--- src/rtl/mmio_bus_arbiter_if.sv ---
// mmio_bus_arbiter_if
// Bundles the two requester ports and the MMIO bus port of the arbiter.
//   Requester side : req0/req1, we0/we1, addr0/addr1, wdata0/wdata1 (to arbiter)
//                    ack0/ack1, gnt0/gnt1, respData              (from arbiter)
//   Bus side       : busAddress, busWriteData, busReadEnable,
//                    busWriteEnable                              (from arbiter)
//                    busReadData                                 (to arbiter)
// Modports:
//   slave  - the arbiter itself.
//   master - the environment around it: both requesters plus the bus target
//            that returns busReadData.
interface mmio_bus_arbiter_if;
    logic        req0;
    logic        req1;
    logic        we0;
    logic        we1;
    logic [31:0] addr0;
    logic [31:0] addr1;
    logic [31:0] wdata0;
    logic [31:0] wdata1;
    logic        ack0;
    logic        ack1;
    logic        gnt0;
    logic        gnt1;
    logic [31:0] respData;
    logic [31:0] busAddress;
    logic [31:0] busWriteData;
    logic        busReadEnable;
    logic        busWriteEnable;
    logic [31:0] busReadData;

    modport slave (
        input  req0, req1, we0, we1, addr0, addr1, wdata0, wdata1, busReadData,
        output ack0, ack1, gnt0, gnt1, respData,
               busAddress, busWriteData, busReadEnable, busWriteEnable
    );

    modport master (
        output req0, req1, we0, we1, addr0, addr1, wdata0, wdata1, busReadData,
        input  ack0, ack1, gnt0, gnt1, respData,
               busAddress, busWriteData, busReadEnable, busWriteEnable
    );
endinterface

--- src/rtl/mmio_bus_arbiter.sv ---
// mmio_bus_arbiter
// Two-requester round-robin arbiter and single-transaction sequencer for the
// MMIO bus. Requester 0 is the CPU load/store port, requester 1 a loader or
// debug master. One transaction runs at a time: IDLE picks a winner and
// latches its fields, ACCESS drives the bus, WAIT stretches reads by
// READ_LATENCY cycles, DONE pulses the owner's ack.
// Ports:
//   clk  - system clock, rising edge
//   rst  - asynchronous active-high reset
//   bus  - mmio_bus_arbiter_if.slave (requester handshakes + bus signals)
// Parameter:
//   READ_LATENCY - cycles busReadEnable is held after ACCESS before the read
//                  data is captured (0..7)
module mmio_bus_arbiter #(
    parameter int unsigned READ_LATENCY = 1
) (
    input  logic              clk,
    input  logic              rst,
    mmio_bus_arbiter_if.slave bus
);

    localparam logic [2:0] LATENCY_LOAD = 3'(READ_LATENCY);

    typedef enum logic [1:0] {
        IDLE   = 2'd0,
        ACCESS = 2'd1,
        WAIT   = 2'd2,
        DONE   = 2'd3
    } arbState;

    arbState     stateReg, stateNext;
    logic        ownerReg, ownerNext;
    logic        weReg, weNext;
    logic        rrPtrReg, rrPtrNext;
    logic [31:0] addrReg, addrNext;
    logic [31:0] wdataReg, wdataNext;
    logic [31:0] respReg, respNext;
    logic [2:0]  countReg, countNext;

    logic        winner;
    logic        readEn;
    logic        writeEn;
    logic        ackOut;
    logic        busy;

    always_ff @(posedge clk or posedge rst) begin
        if (rst) begin
            stateReg <= IDLE;
            ownerReg <= 1'b0;
            weReg    <= 1'b0;
            rrPtrReg <= 1'b0;
            addrReg  <= '0;
            wdataReg <= '0;
            respReg  <= '0;
            countReg <= '0;
        end else begin
            stateReg <= stateNext;
            ownerReg <= ownerNext;
            weReg    <= weNext;
            rrPtrReg <= rrPtrNext;
            addrReg  <= addrNext;
            wdataReg <= wdataNext;
            respReg  <= respNext;
            countReg <= countNext;
        end
    end

    always_comb begin
        stateNext = stateReg;
        ownerNext = ownerReg;
        weNext    = weReg;
        rrPtrNext = rrPtrReg;
        addrNext  = addrReg;
        wdataNext = wdataReg;
        respNext  = respReg;
        countNext = countReg;
        winner    = 1'b0;
        readEn    = 1'b0;
        writeEn   = 1'b0;
        ackOut    = 1'b0;

        case (stateReg)
            IDLE: begin
                if (bus.req0 || bus.req1) begin
                    // Under contention the pointer decides; a lone request
                    // wins outright. The pointer always moves to the loser so
                    // a waiting requester is served next.
                    winner    = (bus.req0 && bus.req1) ? rrPtrReg : bus.req1;
                    ownerNext = winner;
                    weNext    = winner ? bus.we1    : bus.we0;
                    addrNext  = winner ? bus.addr1  : bus.addr0;
                    wdataNext = winner ? bus.wdata1 : bus.wdata0;
                    rrPtrNext = ~winner;
                    stateNext = ACCESS;
                end
            end

            ACCESS: begin
                if (weReg) begin
                    writeEn   = 1'b1;
                    stateNext = DONE;
                end else begin
                    readEn = 1'b1;
                    if (READ_LATENCY == 0) begin
                        respNext  = bus.busReadData;
                        stateNext = DONE;
                    end else begin
                        countNext = LATENCY_LOAD;
                        stateNext = WAIT;
                    end
                end
            end

            WAIT: begin
                readEn    = 1'b1;
                countNext = countReg - 3'd1;
                if (countReg == 3'd1) begin
                    respNext  = bus.busReadData;
                    stateNext = DONE;
                end
            end

            DONE: begin
                ackOut    = 1'b1;
                stateNext = IDLE;
            end

            default: begin
                stateNext = IDLE;
            end
        endcase
    end

    // Everything the requesters and bus see is decoded from registered state,
    // so an asynchronous reset clears all outputs without waiting for a clock.
    assign busy = (stateReg != IDLE);

    assign bus.gnt0           = busy & ~ownerReg;
    assign bus.gnt1           = busy &  ownerReg;
    assign bus.ack0           = ackOut & ~ownerReg;
    assign bus.ack1           = ackOut &  ownerReg;
    assign bus.respData       = respReg;
    assign bus.busAddress     = addrReg;
    assign bus.busWriteData   = wdataReg;
    assign bus.busReadEnable  = readEn;
    assign bus.busWriteEnable = writeEn;

endmodule

--- src/flat_wrapper.sv ---
// flat-port wrapper written by rule: the top's interface ports become plain ports
module mmio_bus_arbiter_flat 
#(
    parameter int unsigned READ_LATENCY = 1
)
  (clk, rst, bus_req0, bus_req1, bus_we0, bus_we1, bus_addr0, bus_addr1, bus_wdata0, bus_wdata1, bus_busReadData, bus_ack0, bus_ack1, bus_gnt0, bus_gnt1, bus_respData, bus_busAddress, bus_busWriteData, bus_busReadEnable, bus_busWriteEnable);
  mmio_bus_arbiter_if bus_i ();
  input  logic clk;
  input  logic rst;
  input wire logic [$bits(bus_i.req0)-1:0] bus_req0;
  input wire logic [$bits(bus_i.req1)-1:0] bus_req1;
  input wire logic [$bits(bus_i.we0)-1:0] bus_we0;
  input wire logic [$bits(bus_i.we1)-1:0] bus_we1;
  input wire logic [$bits(bus_i.addr0)-1:0] bus_addr0;
  input wire logic [$bits(bus_i.addr1)-1:0] bus_addr1;
  input wire logic [$bits(bus_i.wdata0)-1:0] bus_wdata0;
  input wire logic [$bits(bus_i.wdata1)-1:0] bus_wdata1;
  input wire logic [$bits(bus_i.busReadData)-1:0] bus_busReadData;
  output wire logic [$bits(bus_i.ack0)-1:0] bus_ack0;
  output wire logic [$bits(bus_i.ack1)-1:0] bus_ack1;
  output wire logic [$bits(bus_i.gnt0)-1:0] bus_gnt0;
  output wire logic [$bits(bus_i.gnt1)-1:0] bus_gnt1;
  output wire logic [$bits(bus_i.respData)-1:0] bus_respData;
  output wire logic [$bits(bus_i.busAddress)-1:0] bus_busAddress;
  output wire logic [$bits(bus_i.busWriteData)-1:0] bus_busWriteData;
  output wire logic [$bits(bus_i.busReadEnable)-1:0] bus_busReadEnable;
  output wire logic [$bits(bus_i.busWriteEnable)-1:0] bus_busWriteEnable;
  assign bus_i.req0 = bus_req0;
  assign bus_i.req1 = bus_req1;
  assign bus_i.we0 = bus_we0;
  assign bus_i.we1 = bus_we1;
  assign bus_i.addr0 = bus_addr0;
  assign bus_i.addr1 = bus_addr1;
  assign bus_i.wdata0 = bus_wdata0;
  assign bus_i.wdata1 = bus_wdata1;
  assign bus_i.busReadData = bus_busReadData;
  assign bus_ack0 = bus_i.ack0;
  assign bus_ack1 = bus_i.ack1;
  assign bus_gnt0 = bus_i.gnt0;
  assign bus_gnt1 = bus_i.gnt1;
  assign bus_respData = bus_i.respData;
  assign bus_busAddress = bus_i.busAddress;
  assign bus_busWriteData = bus_i.busWriteData;
  assign bus_busReadEnable = bus_i.busReadEnable;
  assign bus_busWriteEnable = bus_i.busWriteEnable;
  mmio_bus_arbiter #(.READ_LATENCY(READ_LATENCY)) u_core (.clk(clk), .rst(rst), .bus(bus_i));
endmodule
--- config.mk ---
export PLATFORM = sky130hd
export DESIGN_NAME = mmio_bus_arbiter_flat
export DESIGN_NICKNAME = d
export VERILOG_FILES = /design/src/rtl/mmio_bus_arbiter_if.sv /design/src/rtl/mmio_bus_arbiter.sv /design/src/flat_wrapper.sv
export SDC_FILE = /design/constraint.sdc
export NUM_CORES = 1
export LEC_CHECK = 0
export ABC_CLOCK_PERIOD_IN_PS = 3200
export CAP_MARGIN = 20
export CORE_MARGIN = 3
export CORE_UTILIZATION = 34
export CTS_CLUSTER_DIAMETER = 40
export DETAILED_ROUTE_END_ITERATION = 12
export PLACE_DENSITY = 0.76
export SLEW_MARGIN = 10
export SYNTH_ARGS = -nofsm -noshare
export SYNTH_HDL_FRONTEND = slang
export SYNTH_SLANG_ARGS = --single-unit
--- constraint.sdc ---
create_clock -name clk -period 3.2 [get_ports clk]
set_clock_uncertainty 0.1 [all_clocks]
set_input_delay 0.48 -clock clk [delete_from_list [all_inputs] [get_ports clk]]
set_output_delay 0.48 -clock clk [all_outputs]
set_load 0.005 [all_outputs]
==> results.md <==
* Initial antenna violation count at 0
* Slew @ Worst Pin at between 0.8 and 0.9 ns
* Ant diodes at 0
* Placed insts at ~760
* Total gr overflow at 0
* Worst r2r dst: u_core.weReg
* Row cnt at 41
* TritonCTS clock tree: yes
* HP Start: u_core.countReg[1]
* Seq/Total Area, Yosys at between 50% and 60%
* Cell internal pwr at roughly 4.7 mW
* CP cell instances: inv_1 > ha_1 > and2b_1 > clkdlybuf4s50_1
* Gr usage total at between 10% and 20%
* Core area at 12,900 um2
* Placed Area at around 7400 um2
* Non-Filler Instances at 774
* Commonest non-fill, non-tap cells in the layout: 267 x clkdlybuf4s50_1, 104 x dfrtp_1, 65 x a221o_1
* Critical Path AT at 1.97 ns
* CTS H-tree depth at 3
* Die H at approximately 120 um
* Clk pwr share at between 10% and 20%
* Crit path largest cell delay at 0.44 ns
* RSZ-0062 raised after global routing: no
* Hold buffers post-CTS at 0
* Largest net degree at the start of global routing at 67
* First-pass DRT Iterations at 5
* CTS Sinks at between 100 and 150
* Outcome: finished, final reports clean
* Vias per cell at approximately 5
* Via count at ~3,800
* Fin nets at slightly below 800
* Hold path cells at 1
* Fin Setup TNS at 0 ns
* Final WL at around 14 mm
* Hold crit path type: reg2reg
* Max Clk Rate at approximately 390 MHz
* Postcts setup bufs at 0
* Net Switching at ~2 mW
* Remaining routing DRC violations at 0
* Fin. max-slew vios at 0
* Sw Ratio at 29.5%
* Detailed Place HPWL at roughly 11 mm
* Setup CP Type: reg2out
* Post-cts resize count at 0
* Port bufs at about 270
* First-pass GRT wire length at roughly 21 mm
* Worst R2R Setup Slack at between 1 and 1.5 ns
* Post-Syn Nets at 511
* Worst skew pair latency at between 0.3 and 0.4 ns
* Relative slew slack at 43.1%
* Final setup fails at 0
* CP Launch Type: flip-flop
* Final RePlAce weighted congestion at 0.768
* Initial Utilization at between 30% and 40%
* Worst vdd ir at ~400 uV
* Commonest non-fill, non-tap cell in the layout: clkdlybuf4s50_1
* Clk slew on worst S/H paths at roughly 0.060 ns
* Maximum clock path buffer count at 2
* Die width at between 100 and 150 um
* Comb power frac at 49.0%
* Max-Cap Viols at 0
* Reg-to-Reg Start: u_core.stateReg[0]
* Synth cell types at 30
* Final Cell Area at ~7700 um2
* Mapped Area at around 4600 um2
* Clk root buf: clkbuf_16
* CP Max Fanout at 9
* Worst EP required at ~2.6 ns
* Total die area at 14,800 um2
* Tcrit/Tclk final at approximately 80%
* Ys Warns at 0
* Final hold violation count at 0
* Gate Count Post-Synth at 337
* I/O pin cnt at roughly 270
* Sequential fraction of design power at about a third
* Initial DRC count at around 220
* CTS Buf Count at 9
* Vias in the first global route at 4,112
* Routed Antenna Nets at 0
* PD cells at 875 nW/um2
* Slowest cell on crit path: clkdlybuf4s50_1
* Hold EP: u_core.countReg[1]
* Routed len/inst at 18.0 um
* Area growth syn-to-layout at 68.2%
* CP Capture Type: output port
* Layout cells sized above 1 at between 10% and 20%
* R2r worst-path depth at 6
* Yosys reg bits at about 100
* Lkg Pwr at 3.17 nW
* Syn Area/Cell at around 14 um2
* Crit path time final at ~2.6 ns
-- registers in the layout, indices dropped and copies added (netlist names) --
signal / cells
u_core.weReg: 1
u_core.bus.respData: 32
u_core.stateReg: 2
u_core.bus.busAddress: 32
u_core.rrPtrReg: 1
u_core.ownerReg: 1
u_core.bus.busWriteData: 32
u_core.countReg: 3
-- power groups by stage --
stage	clock network, mW	registers, mW	logic (mW)
CTS	1.12	2.33	3.34
floorplan	0	2.33	1.52
global route	1.16	2.40	3.56
detailed placement	0	2.33	3.34
finish	1.09	2.33	3.29
global placement	0	2.32	3.25
-- logic make-up after synthesis --
logic type      share of synthesized area, %
compound gates                          16.8
mux                                     8.40
fa+ha+maj                               2.20
simple gates                            10.7
buf+inv                                 4.80
flops                                   57.1
-- Yosys cell counts, drive strengths merged --
master / instances / share of area, %
mux2: 34 / 8.4
and2b: 1 / 0.16
ha: 8 / 2.2
a22oi: 1 / 0.16
nand2: 4 / 0.33
inv: 6 / 0.49
nor2b: 2 / 0.27
a21o: 2 / 0.33
o21ai: 2 / 0.30
nand2b: 1 / 0.14
a211oi: 1 / 0.16
nand3b: 1 / 0.16
nor2: 2 / 0.16
a22o: 1 / 0.19
o2bb2ai: 2 / 0.38
a221o: 65 / 14
clkbuf: 3 / 0.25
a2111oi: 1 / 0.19
dfrtp: 104 / 57
and2: 67 / 9.2
o21a: 1 / 0.16
and3: 2 / 0.27
a21oi: 4 / 0.60
buf: 22 / 4.1
-- per-layer routing --
metal,part of all wire [%],vias up,GRT usage (%)
met5,0,-,0
met4,1.4,0,6.09
met3,8.7,14,4.46
met2,52,173,33.5
met1,38,1845,20.6
li1,-,1780,-
-- how the worst max path moves through the flow --
| stage | start | to | slack, ns | depth (start not counted) |
|---|---|---|---|---|
| finish | u_core.stateReg[0] | bus_gnt1 | 0.65 | 4 |
| global route | u_core.stateReg[0] | bus_gnt1 | 0.55 | 4 |
| CTS | u_core.stateReg[0] | bus_gnt1 | 0.64 | 4 |
| detailed placement | u_core.stateReg[0] | bus_gnt1 | 1.0 | 4 |
| global placement | u_core.stateReg[0] | bus_gnt1 | 1.07 | 4 |
| floorplan | rst | u_core.bus.busAddress[0] | 1.37 | 1 |
-- stage by stage --
stage	utilization, %	hold slack (ns)	worst slack, ns	power [mW]
after detailed placement	57.3	0.376	0.997	5.67
after CTS	59.6	0.395	0.641	6.79
final	59.6	0.390	0.648	6.71
after global placement	57.3	0.376	1.07	5.56
after global routing	59.6	0.404	0.553	7.13
after floorplan	-	0.356	1.37	3.85
-- final cells by class --
| type | instances | area (um2) |
|---|---|---|
| well taps | 172 | 215 |
| multi-input cells | 202 | 1760 |
| inverters | 6 | 26.3 |
| clock inverters | 5 | 56.3 |
| repair buffers | 275 | 2770 |
| fillers | 1051 | 5210 |
| clock buffers | 10 | 239 |
| flip-flops and latches | 104 | 2600 |
-- worst max-delay path, delay by kind of cell, from the launching register on --
kind                       cells  cell delay (ns)
buffers and inverters          2             0.61
DFF                            1             0.43
adders and majority gates      1             0.38
and+or+nand+nor                1             0.22
Power figures use the tool's default switching activity.
